--- src/rtl/perf_counter_dump_pkg.sv ---
// Shared definitions for the performance-counter dump block:
// beat indices, FSM state encoding and word count.
package perf_counter_dump_pkg;

  localparam int NUM_CNT = 7;

  localparam logic [2:0] IDX_INSTR = 3'd0;
  localparam logic [2:0] IDX_LOAD  = 3'd1;
  localparam logic [2:0] IDX_STORE = 3'd2;
  localparam logic [2:0] IDX_ALU   = 3'd3;
  localparam logic [2:0] IDX_CTRL  = 3'd4;
  localparam logic [2:0] IDX_CYCLE = 3'd5;
  localparam logic [2:0] IDX_STALL = 3'd6;
  localparam logic [2:0] IDX_CSUM  = 3'd7;

  typedef enum logic {
    ST_IDLE = 1'b0,
    ST_SEND = 1'b1
  } dump_state_e;

endpackage

--- src/rtl/perf_dump_timer.sv ---
// Free-running period counter for the automatic dump trigger; tick is high
// in the last cycle of every DUMP_PERIOD-cycle window.
module perf_dump_timer #(
  parameter int DUMP_PERIOD = 16
) (
  input  logic clk,
  input  logic rst_n,
  output logic tick
);

  localparam int TW = (DUMP_PERIOD > 1) ? $clog2(DUMP_PERIOD) : 1;
  localparam logic [TW-1:0] LAST_CNT = TW'(DUMP_PERIOD - 1);

  logic [TW-1:0] cnt_q;

  // NOTE: state registers use non-blocking assignments so every flop samples
  // pre-edge values regardless of process evaluation order.
  always_ff @(posedge clk or negedge rst_n) begin
    if (!rst_n) begin
      cnt_q <= '0;
    end else if (cnt_q == LAST_CNT) begin
      cnt_q <= '0;
    end else begin
      cnt_q <= cnt_q + TW'(1);
    end
  end

  assign tick = (cnt_q == LAST_CNT);

endmodule

--- src/rtl/perf_counter_dump.sv ---
// Atomic snapshot of the seven performance totals, streamed one word per
// valid/ready beat. Define PERF_DUMP_CHECKSUM_EN to append an XOR checksum beat.
module perf_counter_dump
  import perf_counter_dump_pkg::*;
#(
  parameter int DATA_W      = 32,
  parameter int DUMP_PERIOD = 0,
  parameter int DROP_W      = 8
) (
  input  logic              clk,
  input  logic              rst_n,
  input  logic [DATA_W-1:0] total_instructions,
  input  logic [DATA_W-1:0] total_loads,
  input  logic [DATA_W-1:0] total_stores,
  input  logic [DATA_W-1:0] total_alus,
  input  logic [DATA_W-1:0] total_controls,
  input  logic [DATA_W-1:0] total_cycles,
  input  logic [DATA_W-1:0] total_stall_cycles,
  input  logic              dump_req,
  input  logic              out_ready,
  output logic              out_valid,
  output logic [DATA_W-1:0] out_data,
  output logic [2:0]        out_index,
  output logic              out_last,
  output logic              busy,
  output logic [DROP_W-1:0] drop_count
);

`ifdef PERF_DUMP_CHECKSUM_EN
  localparam logic [2:0] LAST_IDX = IDX_CSUM;
`else
  localparam logic [2:0] LAST_IDX = IDX_STALL;
`endif

  dump_state_e       state_q, state_d;
  logic [2:0]        idx_q, idx_d;
  logic [DATA_W-1:0] snap_q [NUM_CNT];
  logic [DATA_W-1:0] live_w [NUM_CNT];
  logic [DATA_W-1:0] word;
  logic [DROP_W-1:0] drop_q;
  logic              tick;
  logic              trigger;
  logic              capture;
  logic              sending;

  generate
    if (DUMP_PERIOD > 0) begin : g_timer
      perf_dump_timer #(
        .DUMP_PERIOD(DUMP_PERIOD)
      ) u_timer (
        .clk  (clk),
        .rst_n(rst_n),
        .tick (tick)
      );
    end else begin : g_no_timer
      assign tick = 1'b0;
    end
  endgenerate

  assign trigger = dump_req | tick;
  assign sending = (state_q == ST_SEND);

  assign live_w[IDX_INSTR] = total_instructions;
  assign live_w[IDX_LOAD]  = total_loads;
  assign live_w[IDX_STORE] = total_stores;
  assign live_w[IDX_ALU]   = total_alus;
  assign live_w[IDX_CTRL]  = total_controls;
  assign live_w[IDX_CYCLE] = total_cycles;
  assign live_w[IDX_STALL] = total_stall_cycles;

  // NOTE: every combinational output gets a default first so no path through
  // the case can leave it unassigned and infer a latch.
  always_comb begin
    state_d = state_q;
    idx_d   = idx_q;
    capture = 1'b0;
    unique case (state_q)
      ST_IDLE: begin
        if (trigger) begin
          state_d = ST_SEND;
          idx_d   = IDX_INSTR;
          capture = 1'b1;
        end
      end
      ST_SEND: begin
        if (out_ready) begin
          if (idx_q == LAST_IDX) begin
            state_d = ST_IDLE;
            idx_d   = IDX_INSTR;
          end else begin
            idx_d = idx_q + 3'd1;
          end
        end
      end
      default: begin
        state_d = ST_IDLE;
        idx_d   = IDX_INSTR;
      end
    endcase
  end

  always_ff @(posedge clk or negedge rst_n) begin
    if (!rst_n) begin
      state_q <= ST_IDLE;
      idx_q   <= IDX_INSTR;
    end else begin
      state_q <= state_d;
      idx_q   <= idx_d;
    end
  end

  // NOTE: the snapshot is a handful of flops, not a RAM, so it is reset to
  // give a defined out_data after reset; a real memory would not be.
  always_ff @(posedge clk or negedge rst_n) begin
    if (!rst_n) begin
      for (int i = 0; i < NUM_CNT; i++) begin
        snap_q[i] <= '0;
      end
    end else if (capture) begin
      for (int i = 0; i < NUM_CNT; i++) begin
        snap_q[i] <= live_w[i];
      end
    end
  end

  // Triggers that land while a dump is streaming are counted, not queued.
  always_ff @(posedge clk or negedge rst_n) begin
    if (!rst_n) begin
      drop_q <= '0;
    end else if (sending && trigger && (drop_q != {DROP_W{1'b1}})) begin
      drop_q <= drop_q + DROP_W'(1);
    end
  end

`ifdef PERF_DUMP_CHECKSUM_EN
  logic [DATA_W-1:0] csum;

  always_comb begin
    csum = '0;
    for (int i = 0; i < NUM_CNT; i++) begin
      csum = csum ^ snap_q[i];
    end
  end
`endif

  always_comb begin
    word = '0;
    unique case (idx_q)
      IDX_INSTR: word = snap_q[IDX_INSTR];
      IDX_LOAD:  word = snap_q[IDX_LOAD];
      IDX_STORE: word = snap_q[IDX_STORE];
      IDX_ALU:   word = snap_q[IDX_ALU];
      IDX_CTRL:  word = snap_q[IDX_CTRL];
      IDX_CYCLE: word = snap_q[IDX_CYCLE];
      IDX_STALL: word = snap_q[IDX_STALL];
`ifdef PERF_DUMP_CHECKSUM_EN
      IDX_CSUM:  word = csum;
`endif
      default:   word = '0;
    endcase
  end

  assign out_valid  = sending;
  assign busy       = sending;
  assign out_index  = idx_q;
  assign out_data   = sending ? word : '0;
  assign out_last   = sending && (idx_q == LAST_IDX);
  assign drop_count = drop_q;

endmodule
--- config.mk ---
export PLATFORM = sky130hd
export DESIGN_NAME = perf_counter_dump
export DESIGN_NICKNAME = d
export VERILOG_FILES = /design/src/rtl/perf_counter_dump_pkg.sv /design/src/rtl/perf_dump_timer.sv /design/src/rtl/perf_counter_dump.sv
export SDC_FILE = /design/constraint.sdc
export NUM_CORES = 1
export LEC_CHECK = 0
export ABC_CLOCK_PERIOD_IN_PS = 2180
export CAP_MARGIN = 0
export CORE_AREA = 2 2 158 160
export CTS_BUF_LIST = sky130_fd_sc_hd__clkbuf_4 sky130_fd_sc_hd__clkbuf_8
export DETAILED_ROUTE_END_ITERATION = 7
export DIE_AREA = 0 0 160 162
export PLACE_DENSITY = 0.77
export SYNTH_ARGS = -nofsm -noshare
export SYNTH_HDL_FRONTEND = slang
export SYNTH_SLANG_ARGS = --single-unit
export TNS_END_PERCENT = 100
--- constraint.sdc ---
create_clock -name clk -period 2.18 [get_ports clk]
set_clock_uncertainty 0.2 [all_clocks]
set_input_delay 0.436 -clock clk [delete_from_list [all_inputs] [get_ports clk]]
set_output_delay 0.436 -clock clk [all_outputs]
set_load 0.03 [all_outputs]
==> impl_metrics.json, run 1 <==
{
  "maxSlewHeadroom_pct": 68.16,
  "grt_pass1_vias": 8649,
  "leakagePower_nw": 6.623,
  "hold_viol_final": 0,
  "die_y_um": 162,
  "htree_levels": 2,
  "nNetsFinal": 1357,
  "overflow": 0,
  "syn_area_per_cell_um2": 13.88,
  "routedWlPerCell_um": 21.49,
  "crit_start": "out_index[0]$_DFFE_PN0P_",
  "violations": "negative setup slack",
  "place_congestion": 0.8227,
  "regToRegEndpoint": "snap_q[142]$_DFFE_PN0P_",
  "start_util_pct": 45.27,
  "hold_slack_ns": 0.1260,
  "clkSlewWorstSetupHoldPaths_ns": 0.06,
  "synth_top_area_share_pct": 54.12,
  "synthArstFlopShare_pct": 100.0,
  "finalMaxSlewViolations": 0,
  "synth_edf_count": 0,
  "status": "finished, violations left",
  "cts_root_buffer": "clkbuf_8",
  "ioPinCount": 274,
  "synth_ff_type": "dfrtp_1",
  "cts.path.max_buffers": 3,
  "reg2regPathDepth": 5,
  "post-route-period-util_pct": 135.5,
  "tns_ns": -22.93,
  "dr.pass1.iters": 8,
  "min_path_type": "primary input to asynchronous set/reset pin",
  "synth_nets": 1016,
  "n_fill_cell": 1872,
  "powerDensity_nw_per_um2": 1517,
  "required_ns": 1.54,
  "rsz0062_at_grt": "yes",
  "cap_violations": 0,
  "vias": 7995,
  "drtIter0Drc": 537,
  "drc": 0,
  "yosys-top-cells-count": "249 x mux2_2, 236 x dfrtp_1, 48 x a21oi_1",
  "p_total_mw": 24.05,
  "dp_hpwl_um": 22770,
  "yosysMostFrequentCell": "mux2_2",
  "post_synth_inst_count": 786,
  "syn2layout_area_growth_pct": 45.21,
  "numClockSinks": 236,
  "cts_tree": "done",
  "yosysWarnings": 0,
  "row_count": 57,
  "fin_ws_ns": -0.7737,
  "synth_cell_types": 46,
  "track_usage_pct": 24.40,
  "reg2reg_slack_ns": 0.40,
  "ys_ff_latch": 236,
  "worstSetupPathType": "flop to primary output",
  "synth.area.top_cells": "dfrtp_1 54%, mux2_2 26%, buf_6 2.8%, mux2i_1 2.7%, a21oi_1 2.2%",
  "utilization_pct": 65.74,
  "grt_max_degree": 61,
  "max_freq_mhz": 338.6,
  "drive_above_1_share_pct": 43.81,
  "vias_per_cell": 5.398,
  "fp.coreArea_um2": 24110,
  "ys_seq_area_share_pct": 54.12,
  "die_x_um": 160,
  "period_needed_ns": 2.954,
  "start_kind": "flop",
  "clock_latency_ns": 0.55,
  "cts-buffers-inserted": 42,
  "die-area_um2": 25920,
  "worst_setup_path_end_kind": "primary output",
  "synth_area_um2": 10910,
  "cp_max_fo": 7,
  "ir_worst_vdd_mv": 1.119,
  "yosys.area.top_type": "dfrtp_1",
  "wl_um": 31830,
  "port_buffers": 273,
  "grt_pass1_wl_um": 48790,
  "crit_arrival_ns": 2.32,
  "worst_slew_pin_slew_ns": 0.4776,
  "setup_viol": 34,
  "antenna_found_initial": 3,
  "r2r-start": "busy$_DFF_PN0_",
  "ant_nets": 0
}
worst max path at each step:
stage / endpoint / slack, ns / cells after the start
2_1_floorplan: out_data[10] / -0.30 / 9
3_3_place_gp: out_data[31] / -0.18 / 7
3_5_place_dp: out_data[4] / -0.20 / 7
4_1_cts: out_data[4] / -0.78 / 7
5_1_grt: out_data[29] / -0.83 / 8
6_report: out_data[6] / -0.77 / 7
repair_timing:
item	CTS	global route
setup buffers	4	3
resized for setup	68	13
hold buffers	1	0
setup endpoints to repair	46	35
cloned	2	1
pin swaps	12	14
endpoints found under the hold margin	236	0
area by class of cell:
type                       instances  area, µm²  share of cell area, %
tap                              324      405.4                  2.558
sequential                       236       5914                  37.32
clock buffer                      66      802.0                  5.061
antenna                            2      5.005                0.03158
clock inverter                     6      38.79                 0.2448
inverter                           3      16.27                 0.1026
multi-input combinational        487       4820                  30.41
timing repair buffer             357       3845                  24.26
routing by layer:
metal,GRT usage (%),part of all wire [%],up-vias
met5,0,0.031,-
met4,7.699,2.5,2
met3,5.465,6.1,61
met2,40.87,49,281
met1,31.79,43,4041
li1,-,-,3610
cell usage in the layout, fill, tap and decap left out, types with 3 or more instances in the layout:
master           instances
nand3b_1                 3
mux2i_1                 28
a31oi_4                  9
clkinv_2                 3
mux2_4                   3
a21oi_1                 23
nand3_1                 12
clkbuf_8                49
buf_6                   40
a222oi_1                20
xnor2_1                  3
dfrtp_1                233
a31oi_1                  5
and3_1                   5
clkbuf_4                17
dlygate4sd2_1            9
a21oi_4                  4
buf_4                   45
a22oi_1                  7
o21ai_0                 13
a32oi_1                  4
clkdlybuf4s50_1        226
a21oi_2                 21
a22oi_2                  6
a211o_1                 12
nand2_1                 16
nor2_1                  14
buf_12                  29
mux2_2                 249
registers in the layout, summed over array words and instances (netlist names):
register / cells
busy: 1
drop_count: 8
out_index: 3
snap_q: 224
worst max-delay path: stages, from the launching register on:
cell and delay [ns]:
dfrtp_4 0.51, nand2_4 0.07, inv_2 0.04, ha_4 0.22
buf_12 0.15, a222oi_1 0.49, a21oi_4 0.12, buf_6 0.16
cell families (layout without fill, tap and decap cells):
logic type                 after synthesis  in the layout  share of synthesized area (%)
adders and majority gates                2              2                         0.2293
buffers and inverters                   63            432                          4.586
AOI/OAI and AO/OA                      132            132                          8.576
other                                    0              2                              0
muxes                                  282            282                          28.87
and+or+nand+nor                         67             67                          3.302
xor gates and xnor gates                 4              4                         0.3211
DFF                                    236            236                          54.12
through the flow:
| step | setup slack, ns | cells | instance area [µm²] |
|---|---|---|---|
| after detailed placement | -0.1965 | 1399 | 14640 |
| after CTS | -0.7765 | 1477 | 15770 |
| after floorplan | -0.2987 | 786 | 11190 |
| final | -0.7737 | 1481 | 15850 |
| after global placement | -0.1769 | 1399 | 14640 |
| after global routing | -0.8318 | 1481 | 15850 |
power by group:
part / switching, mW / leakage (nW) / total (mW) / internal (mW)
registers: 1.25 / 2.88 / 7.78 / 6.53
clock network: 1.79 / 0.447 / 4.12 / 2.33
logic: 5.84 / 3.30 / 12.1 / 6.30
Note: power is estimated with default switching activity, not from simulation.
==> inputs of run 2 (changes only) <==
CORE_AREA = 2 2 159 161   (was 2 2 158 160)
DIE_AREA = 0 0 161 163   (was 0 0 160 162)
PLACE_DENSITY = 0.76   (was 0.77)
==> run 2 against run 1 <==
Sequential cell count unchanged. Utilization up 0.089 points. Global-route usage up 0.28 points. Maximum frequency up 3.1%. Clock power up 3%. The run still ends with negative setup slack left. Cell count up 1.3%. Register-to-register slack worse by 0.16 ns. Critical endpoint is now out_data[24]. Wire length up 2.6%. Die area up 1.2%.
==> impl_metrics.json, run 2 (synthesis results as in run 1) <==
{
  "status": "finished, violations left",
  "violations": "negative setup slack",
  "cts_root_buffer": "clkbuf_8",
  "setup_viol": 33,
  "required_ns": 1.54,
  "nNetsFinal": 1369,
  "hold_slack_ns": 0.2477,
  "maxSlewHeadroom_pct": 67.30,
  "grt_max_degree": 58,
  "final_cell_mix": "242 x mux2_2, 232 x dfrtp_1, 226 x clkdlybuf4s50_1",
  "hold_viol_final": 0,
  "period_needed_ns": 2.865,
  "finalMaxSlewViolations": 0,
  "worstSetupPathType": "flop to primary output",
  "path_buf_inv": 2,
  "overflow": 0,
  "start_util_pct": 44.23,
  "path_depth": 5,
  "fin_ws_ns": -0.6849,
  "numClockSinks": 236,
  "syn2layout_area_growth_pct": 48.83,
  "dp_hpwl_um": 23050,
  "crit_family": "flip-flops",
  "ant_nets": 0,
  "largest_reg_flops": 224,
  "die-area_um2": 26240,
  "leakagePower_nw": 6.811,
  "dr.pass1.iters": 6,
  "routedWlPerCell_um": 21.76,
  "worst_slew_pin_slew_ns": 0.4887,
  "ioPinCount": 274,
  "postPlaceCellArea_um2": 14820,
  "slowest_delay_ns": 0.56,
  "vias": 8162,
  "rsz0062_at_grt": "yes",
  "max_freq_mhz": 349.1,
  "vias_per_cell": 5.441,
  "fp.coreArea_um2": 24670,
  "drtIter0Drc": 419,
  "min_path_type": "primary input to asynchronous set/reset pin",
  "powerDensity_nw_per_um2": 1522,
  "row_count": 58,
  "die_y_um": 163,
  "regToRegEndpoint": "snap_q[180]$_DFFE_PN0P_",
  "crit_chain": "buf_12, mux2_4, a222oi_1, a21oi_2, buf_6",
  "wl_um": 32650,
  "clock_latency_ns": 0.53,
  "reg2reg_slack_ns": 0.24,
  "post-route-period-util_pct": 131.4,
  "cpMaxStageDelayCell": "dfrtp_4",
  "grt_pass1_vias": 8758,
  "crit_arrival_ns": 2.23,
  "design_area_um2": 16240,
  "worst_setup_path_end_kind": "primary output",
  "clkSlewWorstSetupHoldPaths_ns": 0.06,
  "top_register": "snap_q",
  "cts.path.max_buffers": 3,
  "cts_tree": "done",
  "cp_max_fo": 22,
  "mostFrequentLayoutCell": "mux2_2",
  "utilization_pct": 65.83,
  "die_x_um": 161,
  "ir_worst_vdd_mv": 0.8439,
  "antenna_found_initial": 1,
  "cts-buffers-inserted": 41,
  "reg2regPathDepth": 5,
  "drive_above_1_share_pct": 45.51,
  "place_congestion": 0.8088,
  "start_kind": "flop",
  "track_usage_pct": 24.68,
  "drc": 0,
  "cap_violations": 0,
  "grt_pass1_wl_um": 49670,
  "port_buffers": 273,
  "htree_levels": 2,
  "r2r-start": "busy$_DFF_PN0_"
}
-- run 2: changes by cell type in the layout (fill, tap and decap cells not counted), sizes merged --
cell	before	now
buf	119	130
clkbuf	67	71
clkdlybuf4s15	1	0
clkinv	3	4
clkinvlp	2	1
diode	2	1
dlygate4sd2	9	10
inv	4	3
-- run 2: worst reg2reg max path: cells and delay by family (launching register included) --
family	cells	cell delay, ns
flops	1	0.50
simple gates	1	0.17
buf+inv	3	0.59
mux	1	0.35
-- run 2: metrics by stage --
step | setup TNS, ns | setup WS [ns] | power (mW) | cells
floorplan | -8.651 | -0.2987 | 14.79 | 786
global placement | -9.394 | -0.1244 | 18.99 | 1407
detailed placement | -9.234 | -0.1370 | 19.25 | 1407
CTS | -21.01 | -0.7065 | 24.40 | 1488
global route | -22.91 | -0.7628 | 26.02 | 1499
finish | -20.32 | -0.6849 | 24.72 | 1500
-- run 2: cell type report --
class                      instances  area [µm²]
fill                            1841        8432
sequential                       236        5916
multi-input combinational        487        4903
timing repair buffer             370        4103
clock buffer                      68       854.6
tap                              330       412.9
clock inverter                     5       31.28
inverter                           3       18.77
antenna                            1       2.502
-- run 2: repair_timing --
item,CTS,global route
pin swaps,14,18
hold buffers,1,0
gates resized for setup,74,35
endpoints found under the setup margin,45,34
hold endpoints to repair,51,0
setup buffers,6,9
gates cloned,1,3
-- run 2: how the worst max path moves through the flow --
stage,from,end,slack [ns]
floorplan,out_index[0]$_DFFE_PN0P_,out_data[10],-0.30
global placement,out_index[1]$_DFFE_PN0P_,out_data[30],-0.12
detailed placement,out_index[0]$_DFFE_PN0P_,out_data[25],-0.14
CTS,out_index[2]$_DFFE_PN0P_,out_data[2],-0.71
global route,out_index[2]$_DFFE_PN0P_,out_data[31],-0.76
finish,out_index[2]$_DFFE_PN0P_,out_data[24],-0.68
-- run 2: metal layers --
| metal | GRT usage [%] | routed length, µm |
|---|---|---|
| met1 | 31.37 | 13400 |
| met2 | 41.96 | 16090 |
| met3 | 5.500 | 2223 |
| met4 | 8.279 | 937 |
| met5 | 0 | 0 |
-- run 2: report_power, final --
group / switching [mW] / leakage (nW) / internal [mW]
clock network: 1.79 / 0.471 / 2.47
logic: 5.95 / 3.46 / 6.66
registers: 1.33 / 2.88 / 6.53
==> inputs of run 3 (changes only) <==
SYNTH_HIERARCHICAL = 1   (was unset)
==> results of run 3 <==
No change in the layout: final DEF, timing and power equal those of run 2.
Main changes from that run: Yosys warning count 0 -> 6
